`src/rtl/alu_pkg.sv`:
```
// rtl/alu_pkg.sv - shared ALU control encoding
//
// Purpose: operation-select width and alu_ctrl code points, shared by the
// datapath and any control decoder that drives alu_ctrl.
package alu_pkg;

    localparam int ALU_CTRL_W = 3;

    localparam logic [ALU_CTRL_W-1:0] ALU_CTRL_AND = 3'b000;
    localparam logic [ALU_CTRL_W-1:0] ALU_CTRL_OR  = 3'b001;
    localparam logic [ALU_CTRL_W-1:0] ALU_CTRL_ADD = 3'b010;
    localparam logic [ALU_CTRL_W-1:0] ALU_CTRL_SUB = 3'b110;
    localparam logic [ALU_CTRL_W-1:0] ALU_CTRL_SLT = 3'b111;

endpackage

```
`src/rtl/alu_comb.sv`:
```
// rtl/alu_comb.sv - combinational ALU datapath
//
// Purpose: operation mux, adder/subtractor, signed compare and zero detect.
// Ports:
//   a, b      xlen-bit operands (two's complement for signed ops)
//   alu_ctrl  operation select (see alu_pkg)
//   result    xlen-bit operation result
//   zero      1 when result is all zeros
module alu_comb
    import alu_pkg::*;
#(
    parameter int xlen = 64
) (
    input  logic [xlen-1:0]       a,
    input  logic [xlen-1:0]       b,
    input  logic [ALU_CTRL_W-1:0] alu_ctrl,
    output logic [xlen-1:0]       result,
    output logic                  zero
);

    logic [xlen-1:0] sum;
    logic [xlen-1:0] diff;
    logic            less;

    // Carry/borrow out of the top bit is simply dropped by the width.
    assign sum  = a + b;
    assign diff = a - b;

    // True signed compare, so the answer stays right when a - b overflows.
    assign less = $signed(a) < $signed(b);

    always_comb begin
        result = '0;
        case (alu_ctrl)
            ALU_CTRL_AND: result = a & b;
            ALU_CTRL_OR:  result = a | b;
            ALU_CTRL_ADD: result = sum;
            ALU_CTRL_SUB: result = diff;
            ALU_CTRL_SLT: result = {{(xlen-1){1'b0}}, less};
            default:      result = '0;
        endcase
    end

    assign zero = (result == '0);

endmodule

```
`src/rtl/alu.sv`:
```
// rtl/alu.sv - integer ALU with registered result/zero copy
//
// Purpose: combinational ALU plus a one-cycle-delayed view for pipelined
// consumers.
// Ports:
//   clk       system clock; rising edge loads result_q/zero_q
//   rst_n     asynchronous active-low reset of the registered outputs
//   a, b      xlen-bit operands
//   alu_ctrl  operation select (see alu_pkg)
//   result    combinational result, independent of clk/rst_n
//   zero      combinational, 1 when result == 0
//   result_q  result registered on rising clk (0 in reset)
//   zero_q    zero registered on rising clk (1 in reset)
module alu
    import alu_pkg::*;
#(
    parameter int xlen = 64
) (
    input  logic                  clk,
    input  logic                  rst_n,
    input  logic [xlen-1:0]       a,
    input  logic [xlen-1:0]       b,
    input  logic [ALU_CTRL_W-1:0] alu_ctrl,
    output logic [xlen-1:0]       result,
    output logic                  zero,
    output logic [xlen-1:0]       result_q,
    output logic                  zero_q
);

    alu_comb #(
        .xlen(xlen)
    ) u_comb (
        .a       (a),
        .b       (b),
        .alu_ctrl(alu_ctrl),
        .result  (result),
        .zero    (zero)
    );

    // Reset value mirrors a zero result so zero_q is consistent with result_q.
    always_ff @(posedge clk or negedge rst_n) begin
        if (!rst_n) begin
            result_q <= '0;
            zero_q   <= 1'b1;
        end else begin
            result_q <= result;
            zero_q   <= zero;
        end
    end

endmodule

```
`config.mk`:
```
export PLATFORM = sky130hd
export DESIGN_NAME = alu
export DESIGN_NICKNAME = d
export VERILOG_FILES = /design/src/rtl/alu_pkg.sv /design/src/rtl/alu_comb.sv /design/src/rtl/alu.sv
export SDC_FILE = /design/constraint.sdc
export NUM_CORES = 1
export LEC_CHECK = 0
export ABC_CLOCK_PERIOD_IN_PS = 4370
export BUFFER_PORTS_ARGS = -buffer_cell sky130_fd_sc_hd__buf_4
export CAP_MARGIN = 20
export CORE_ASPECT_RATIO = 1.2
export CORE_MARGIN = 2
export CORE_UTILIZATION = 35
export DETAILED_ROUTE_END_ITERATION = 8
export RECOVER_POWER = 25
export SKIP_LAST_GASP = 1
export SYNTH_ARGS = -nofsm -noshare
export SYNTH_HDL_FRONTEND = slang
export SYNTH_SLANG_ARGS = --single-unit
```
`constraint.sdc`:
```
create_clock -name clk -period 4.37 [get_ports clk]
set_input_delay 0 -clock clk [delete_from_list [all_inputs] [get_ports clk]]
set_output_delay 0 -clock clk [all_outputs]
set_load 0.1 [all_outputs]
```
**Word level (Yosys, flattened, before mapping)**

Index checks and enable logic that the tools add are counted.

- Flip-flop bits (word level): 65
- Logic and storage cells: 14

- $add $sub $neg: 2
- Magnitude comparators: 1
- Equality and inequality tests: 4
- Mux-type cells: 1
- Bitwise operators: 2
- Reductions and logical operators: 2

Operators with widths:

| cell | number |
|---|---|
| 64-bit one-hot mux with 5 select lines | 1 |
| 64-bit adder | 1 |
| 64-bit bitwise AND | 1 |
| 64-bit logical NOT | 1 |
| 64-bit less-than comparator | 1 |
| 64-bit OR | 1 |
| 64-bit subtractor | 1 |
| 3-bit equality test (second input constant) | 2 |
| 3-bit by 1-bit equality test with 1-bit output (second input constant) | 1 |
| 3-bit by 2-bit equality test with 1-bit output (second input constant) | 1 |
| 3-bit logical NOT | 1 |

**Longest topological paths before layout**

Gate-level depths: netlist (run 1).

- Word-level depth: 3
- Depth in mapped cells: 18
- Mapped depth without buffers: 17

**Cells and area by module**

A second synthesis (run 1) with hierarchy kept.

- Cells, all modules: 1,856
- Area, all modules: 12,966.2 µm²

Modules (own cells, without submodules):

| module | instances | cells an instance | area an instance (µm²) |
|---|---|---|---|
| alu_comb | 1 | 1,791 | 11,338.4 |
| alu | 1 | 65 | 1,627.8 |

**Worst setup path after synthesis (run 1)**

OpenSTA, ideal clock, no wires.

- Kind: input -> register
- Start: input a[20]
- End: register zero_q
- Library setup time: 0.235 ns
- Data arrival time: 5.545 ns
- Required time: 4.135 ns
- Setup slack: -1.410 ns
- Cell stages on the path: 17
- Buffers on the path: 1
- Cell sequence: inv_1 ha_1 clkbuf_1 inv_1 a21oi_1 o311ai_0 a21oi_1 a2111oi_0 o21a_1 o21a_1 nor2b_1 o21ai_0 nand2_1 o21ai_0 xnor2_1 o21ai_0 and4b_1

- Word-level cells in the longest chain between the ends: 3

Ends and longest elaborated chain:

| item | RTL line | source |
|---|---|---|
| from (decl) | alu.sv:21 | `input logic [xlen-1:0] a,` |
| 64-bit subtractor / 64-bit adder (equally long branches) | alu_comb.sv:27, alu_comb.sv:26 |  |
| 64-bit one-hot mux with 5 select lines (*) | alu_comb.sv:34 | `case (alu_ctrl)` |
| net result[55] | alu.sv:24 | `output logic [xlen-1:0] result,` |
| 64-bit logical NOT (*) | alu_comb.sv:44 | `assign zero = (result == '0);` |
| net zero | alu.sv:25 | `output logic zero,` |
| to (signal assigned) | alu.sv:47 | `zero_q <= zero;` |
| to (decl) | alu.sv:27 | `output logic zero_q` |

The timed path passes the listed nets; every way through them passes the cells marked *.

**Worst setup path after layout (run 1)**

- Start: input a[13]
- End: output zero

- Word-level cells in the longest chain between the ends: 3

Ends and longest elaborated chain:

| item | RTL line | source |
|---|---|---|
| 64-bit subtractor (tied with other cells) | alu_comb.sv:27 | `assign diff = a - b;` |
| 64-bit one-hot mux with 5 select lines (*) | alu_comb.sv:34 |  |
| 64-bit logical NOT (*) | alu_comb.sv:44 |  |
| to (decl) | alu.sv:25 |  |

Every way passes the cells marked *; elsewhere a longest branch is shown, timed or not.

==> out/results.ini, run 1 <==
[status]
outcome=complete, but fails checks
violations=capacitance limit, slew limit, setup timing

[timing]
fin_crit_ns=4.41
fmax_mhz=227
tightest_slew_ns=1.86
post-route-period-util_pct=101
final-setup-viol-count=1
maxSlewViolCount=66
fin_ws_ns=-0.0356
slew_headroom_pct=-23.8
rsz0062_at_grt=true
final-hold-violation-count=0

[placement]
port_buffers=262
post-place-cells=3053
globalplace.congestion=1.02
pre_cts_ws_ns=-0.532
hpwlAfterDp_mm=60.2

[cells_and_area]
fin_cells=3085
area_delta_synth_final_pct=55.9
diodes=0
nNetsFinal=2935
drive_gt1_share_pct=36.2
fin_util_pct=55.5

[route]
drtIter0Drc=1568
drt_wl_total_mm=72.2
vias=17700
drc=0
dr.pass1.iters=8
ant_nets=0
viasPerCell=5.73
wire_per_inst_um=23.4

[setup_path]
cp-end-kind=primary output
critical_path_class=in -> out
crit_fanout=6
crit_arrival_ns=4.41
crit_required_ns=4.37
start_kind=primary input

[pwr]
totalPowerFinal_w=0.00550
p_leak_nw=9.89
peakVddDrop_mv=0.212
p_per_area_nw_per_um2=268

[logic_synthesis]
yosysSeqAreaShare_pct=12.4
synth_edf_count=0
synth_top_family_by_area=compound AO/OA/AOI/OAI gates
synth_fa_ha_area_share_pct=18.7
synthSimpleGateAreaFrac_pct=22.1
synthesis.area_um2=13200
avgSynthCellArea_um2=6.97
yosysWarnings=0
synth_seq_cells=65
ys_async_sr_fraction_pct=100
syn-num-nets=2217
synth_compound_area_share_pct=34.1
synth_cells=1888
synth.area.mux_share_pct=0.770
synthXorXnorAreaFrac_pct=3.13
synth_cell_types=96
ys.flop_type=dfrtp_1

[global_route]
grt_max_degree=66
track_usage_pct=36.0
grt_pass1_vias=17900
antenna_found_initial=1
grt_pass1_wl_mm=107
grt.overflow.total=0

[hold_path]
hold_class=in -> reg

[clocking]
clock_path_buffers=2
htree_levels=3
cts_root_buf=clkbuf_16
clkTransAtPathRegs_ns=0.07
cts_tree=built
cts_made_buffers=9
clock_sinks=65

[floorplan]
initial_core_util_pct=35.6
pin_count=263
fp.dieW_um=181
rows=77
die_h_um=216
die_area_um2=39200
core_area_um2=37000

[run]
cap_violations=1

[synth_stat cells (11+ instances only)]
cell,instances,area share (%)
or3_1,11,0.52
nor4_1,43,2.0
dfrtp_1,64,12
o31ai_1,36,2.1
nand4_1,36,1.7
inv_1,191,5.4
nor2b_1,25,1.2
o21a_1,14,0.80
and3_1,11,0.52
clkbuf_1,68,1.9
a311oi_1,12,0.80
a21o_1,30,1.7
o22ai_1,30,1.4
nand3_1,35,1.3
a31oi_1,28,1.3
o21ai_0,115,4.4
nor3_1,40,1.5
nand2b_1,12,0.57
ha_1,194,18
buf_1,14,0.40
nand2_1,136,3.9
a22oi_1,13,0.74
a211oi_1,24,1.4
a221oi_1,12,0.80
o21bai_1,31,1.8
buf_2,21,0.80
nor2_1,179,5.1
xnor2_1,43,2.9
o211ai_1,17,0.97
a21oi_1,213,8.1
[layout make-up]
class / instances / area (µm²)
fillers: 3708 / 16500
multi-input cells: 1523 / 11300
repair buffers: 812 / 5980
flip-flops and latches: 65 / 1630
inverters: 195 / 752
well taps: 474 / 593
clock buffers: 9 / 225
clock inverters: 7 / 77.6
[metrics by stage]
stage               cell area [µm²]  hold WS, ns  TNS [ns]
floorplan                     13500       -0.296   -0.0693
global placement              19700        0.194    -0.780
detailed placement            19700        0.209    -0.870
CTS                           20700        0.204         0
global route                  20500        0.222    -0.265
finish                        20500        0.215   -0.0356
[cells by family after synthesis]
group | count (synthesis)
mux | 10
flops | 65
buf+inv | 300
compound gates | 684
simple gates | 586
xor+xnor | 47
fa+ha+maj | 196
[repair_timing]
item,4_1_cts,5_1_grt
pin swaps,31,1
endpoints found under the setup margin,2,3
endpoints found under the hold margin,64,0
gates resized for setup,106,13
hold buffers,1,0
buffers inserted,18,0
[path summary, 6_finish.rpt]
kind / from / endpoint / slack [ns] / cells past startpoint
max in group asynchronous: rst_n / result_q[17] / 2.60 / 2
setup / recovery: a[13] / zero / -0.04 / 23
hold / removal: a[2] / result_q[2] / 0.21 / 4
min in group asynchronous: rst_n / result_q[50] / 0.65 / 2
[per-layer routing]
layer  up-vias  GRT usage [%]  part of all wire, %
met1      8458           41.4                   39
met4         0           18.5                  5.5
li1       8286              -                    -
met2       771           65.3                   50
met5         -              0                    0
met3       173           4.47                  5.8
[where the power goes]
part	leakage (nW)	internal [W]	switching, W
Sequential	0.834	0.000672	0.0000244
Clock	0.146	0.000447	0.000368
Combinational	8.91	0.00131	0.00267
[worst max-delay path, stage by stage]
cell,delay (ns)
buf_4,0.10
inv_1,0.06
ha_4,0.31
buf_4,0.13
buf_4,0.10
nand4_1,0.17
buf_4,0.20
a2111o_1,0.41
nand3_2,0.14
buf_4,0.15
buf_4,0.14
a21o_1,0.15
a21o_1,0.23
o22ai_2,0.10
mux2i_1,0.21
or3b_4,0.41
nor4_4,0.16
buf_4,0.16
nand4_1,0.13
nor4_2,0.23
and4b_1,0.27
and4b_4,0.27
buf_12,0.18
[cells in the final DEF, fill, tap and decap left out, types with 9 or more instances in the layout]
cell	Yosys	layout
nor4_1	43	35
xnor2_1	43	42
nor2_1	179	171
o21bai_1	31	31
nand2b_1	12	12
dfrtp_1	64	64
o22ai_2	0	10
nand4_1	36	36
a21oi_2	4	17
ha_4	0	14
clkbuf_16	0	9
buf_4	2	744
a31oi_1	28	20
nor3_1	40	38
a211oi_1	24	20
o211ai_1	17	17
nor2b_1	25	22
o21ai_0	115	103
clkbuf_1	68	56
nand2_1	136	135
ha_1	194	174
or3_1	11	11
o31ai_1	36	29
a21o_1	30	29
o22ai_1	30	20
and3_1	11	10
a311oi_1	12	9
nand3_1	35	34
o21a_1	14	14
a22oi_1	13	13
o21ai_2	0	9
a221oi_1	12	11
a21oi_1	213	197
inv_1	191	181
o21ai_1	10	12
[registers in the layout, summed over array words and instances, names as in the netlist]
signal,flops
result_q,64
zero_q,1
Power figures use the tool's default switching activity.
==> inputs of run 2 (changes only) <==
- ABC_CLOCK_PERIOD_IN_PS: 4370 -> 4700
- clock period: 4.37 -> 4.7 ns (I/O delays scaled with it)
==> run 2 against run 1 <==
The run ends with capacitance limit, slew limit left; critical path depth down 3; total power is 12% lower; combinational power is 16% lower; largest cell class unchanged; design area fell by 12%; cell count shrank 7.7%; sequential share of layout area is 1.1 points higher; worst hold slack got worse by 0.043 ns.
==> out/results.ini, run 2 (synthesis gave the netlist of run 1 again) <==
[status]
outcome=complete, but fails checks  ; unchanged
violations=capacitance limit, slew limit  ; was capacitance limit, slew limit, setup timing

[global_route]
grt_max_degree=66  ; unchanged
grt_pass1_vias=17100  ; was 17,900
grt.overflow.total=0  ; unchanged
grt_pass1_wl_mm=98.8  ; was 107 mm
antenna_found_initial=1  ; unchanged
track_usage_pct=32.8  ; was 36.0%

[timing]
fin_ws_ns=0.183  ; was -0.0356 ns
maxSlewViolCount=66  ; unchanged
fin_crit_ns=4.52
slew_headroom_pct=-162  ; was -23.8%
tightest_slew_ns=3.93  ; was 1.86 ns
final-setup-viol-count=0  ; was 1
rsz0062_at_grt=false  ; was true
post-route-period-util_pct=96.1
final-hold-violation-count=0  ; unchanged
fin_hold_ws_ns=0.172  ; was 0.215 ns
fmax_mhz=221

[cells_and_area]
layout_common_cells=buf_4, a21oi_1, ha_1  ; was buf_4, a21oi_1, inv_1
largest_register=result_q  ; unchanged
multiInputGateArea_um2=10600  ; was 11,300 µm²
final_common_cell=buf_4  ; unchanged
fill_cells=3857  ; was 3,708
nNetsFinal=2696  ; was 2,935
fin_cells=2847  ; was 3,085
area_delta_synth_final_pct=37.4  ; was 55.9%
top_regs=result_q (64), zero_q (1)  ; unchanged
fin_util_pct=48.9  ; was 55.5%
regArea_um2=1630  ; unchanged
drive_gt1_share_pct=25.8  ; was 36.2%
largest_register_ffs=64  ; unchanged

[route]
dr.pass1.iters=9  ; was 8
wire_per_inst_um=23.0  ; was 23.4 µm
viasPerCell=5.94  ; was 5.73
vias=16900  ; was 17,700
drc=0  ; unchanged
drt_wl_total_mm=65.4  ; was 72.2 mm
ant_nets=0  ; unchanged
drtIter0Drc=1612  ; was 1,568

[clocking]
clock_sinks=65  ; unchanged
cts_made_buffers=9  ; unchanged
cts_tree=built  ; unchanged
clock_path_buffers=2  ; unchanged
htree_levels=3  ; unchanged
clkTransAtPathRegs_ns=0.07  ; about the same
cts_root_buf=clkbuf_16  ; unchanged

[floorplan]
die_h_um=216  ; unchanged
initial_core_util_pct=35.6  ; unchanged
core_area_um2=37000  ; unchanged
rows=77  ; unchanged
pin_count=263  ; unchanged
fp.dieW_um=181  ; unchanged
die_area_um2=39200  ; unchanged

[hold_path]
hold_depth=4  ; unchanged
hold_class=in -> reg  ; unchanged

[pwr]
p_leak_nw=8.66  ; was 9.89 nW
p_per_area_nw_per_um2=267  ; was 268 nW/µm²
peakVddDrop_mv=0.198  ; was 0.212 mV

[run]
cap_violations=1  ; unchanged

[setup_path]
critPathCapture=zero  ; unchanged
start_kind=primary input  ; unchanged
crit_arrival_ns=4.52  ; was 4.41 ns
crit_required_ns=4.70  ; was 4.37 ns
crit_start=b[10]  ; was a[13]
crit_fanout=3  ; was 6
critical_path_class=in -> out  ; unchanged
cp-end-kind=primary output  ; unchanged

[placement]
globalplace.congestion=1.04  ; was 1.02
port_buffers=262  ; unchanged
pre_cts_ws_ns=-0.111  ; was -0.532 ns
post-place-cells=2828  ; was 3,053
hpwlAfterDp_mm=54.2  ; was 60.2 mm

## run 2: timing repair
| action | in CTS | in global routing |
|---|---|---|
| hold buffers | 1 | 0 |
| setup buffers | 0 | 1 |
| hold endpoints to repair | 64 | 0 |
| cloned | 0 | 0 |
| gates resized for setup | 5 | 30 |
| setup endpoints to repair | 1 | 2 |
| pin swaps | 0 | 4 |
## run 2: routing by layer
metal / wire (µm) / track usage, % / share of wire, %
met1: 24900 / 37.0 / 38
met2: 31000 / 56.4 / 47
met3: 4650 / 5.46 / 7.1
met4: 4810 / 22.7 / 7.3
met5: 16 / 0 / 0.024
## run 2: final cells by class
cell class	count	area share (%)
Multi-Input combinational cell	1523	58.8
Timing Repair Buffer	573	22.9
Sequential cell	65	9.00
Inverter	195	4.05
Tap cell	474	3.28
Clock buffer	9	1.24
Clock inverter	7	0.692
Antenna cell	1	0.0138
## run 2: power by group
group / leakage, nW / internal (W) / total (W) / switching [W]
combinational: 7.66 / 0.000982 / 0.00334 / 0.00236
clock: 0.171 / 0.000523 / 0.000844 / 0.000321
sequential: 0.834 / 0.000626 / 0.000644 / 0.0000182
total: 8.66 / 0.00213 / 0.00483 / 0.00269
## run 2: through the flow
stage	total power (W)	instance area (µm²)	TNS, ns
after global placement	0.00396	17800	-0.0566
after floorplan	0.00279	13300	0
after detailed placement	0.00397	17800	-0.111
after global routing	0.00503	18100	0
after CTS	0.00484	18200	0
final	0.00483	18100	0
## run 2: how the worst min path moves through the flow
stage                         endpoint  slack, ns  startpoint
final                      result_q[2]       0.17        a[2]
after global routing       result_q[2]       0.22        a[2]
after CTS                  result_q[2]       0.15        a[2]
after detailed placement  result_q[37]       0.19       rst_n
after global placement    result_q[37]       0.18       rst_n
after floorplan            result_q[0]      -0.30       rst_n
## run 2: critical path: stages
cell	delay, ns
buf_4	0.09
inv_1	0.05
ha_1	0.31
or4_4	0.57
nand2b_4	0.17
a21oi_4	0.14
o311ai_1	0.12
buf_4	0.19
o31ai_1	0.31
a22oi_1	0.17
xnor2_1	0.19
o22ai_2	0.18
or4b_1	0.63
nor4_2	0.24
buf_4	0.16
nand4_1	0.11
nor4_1	0.18
and4b_1	0.26
and4b_4	0.27
buf_12	0.17
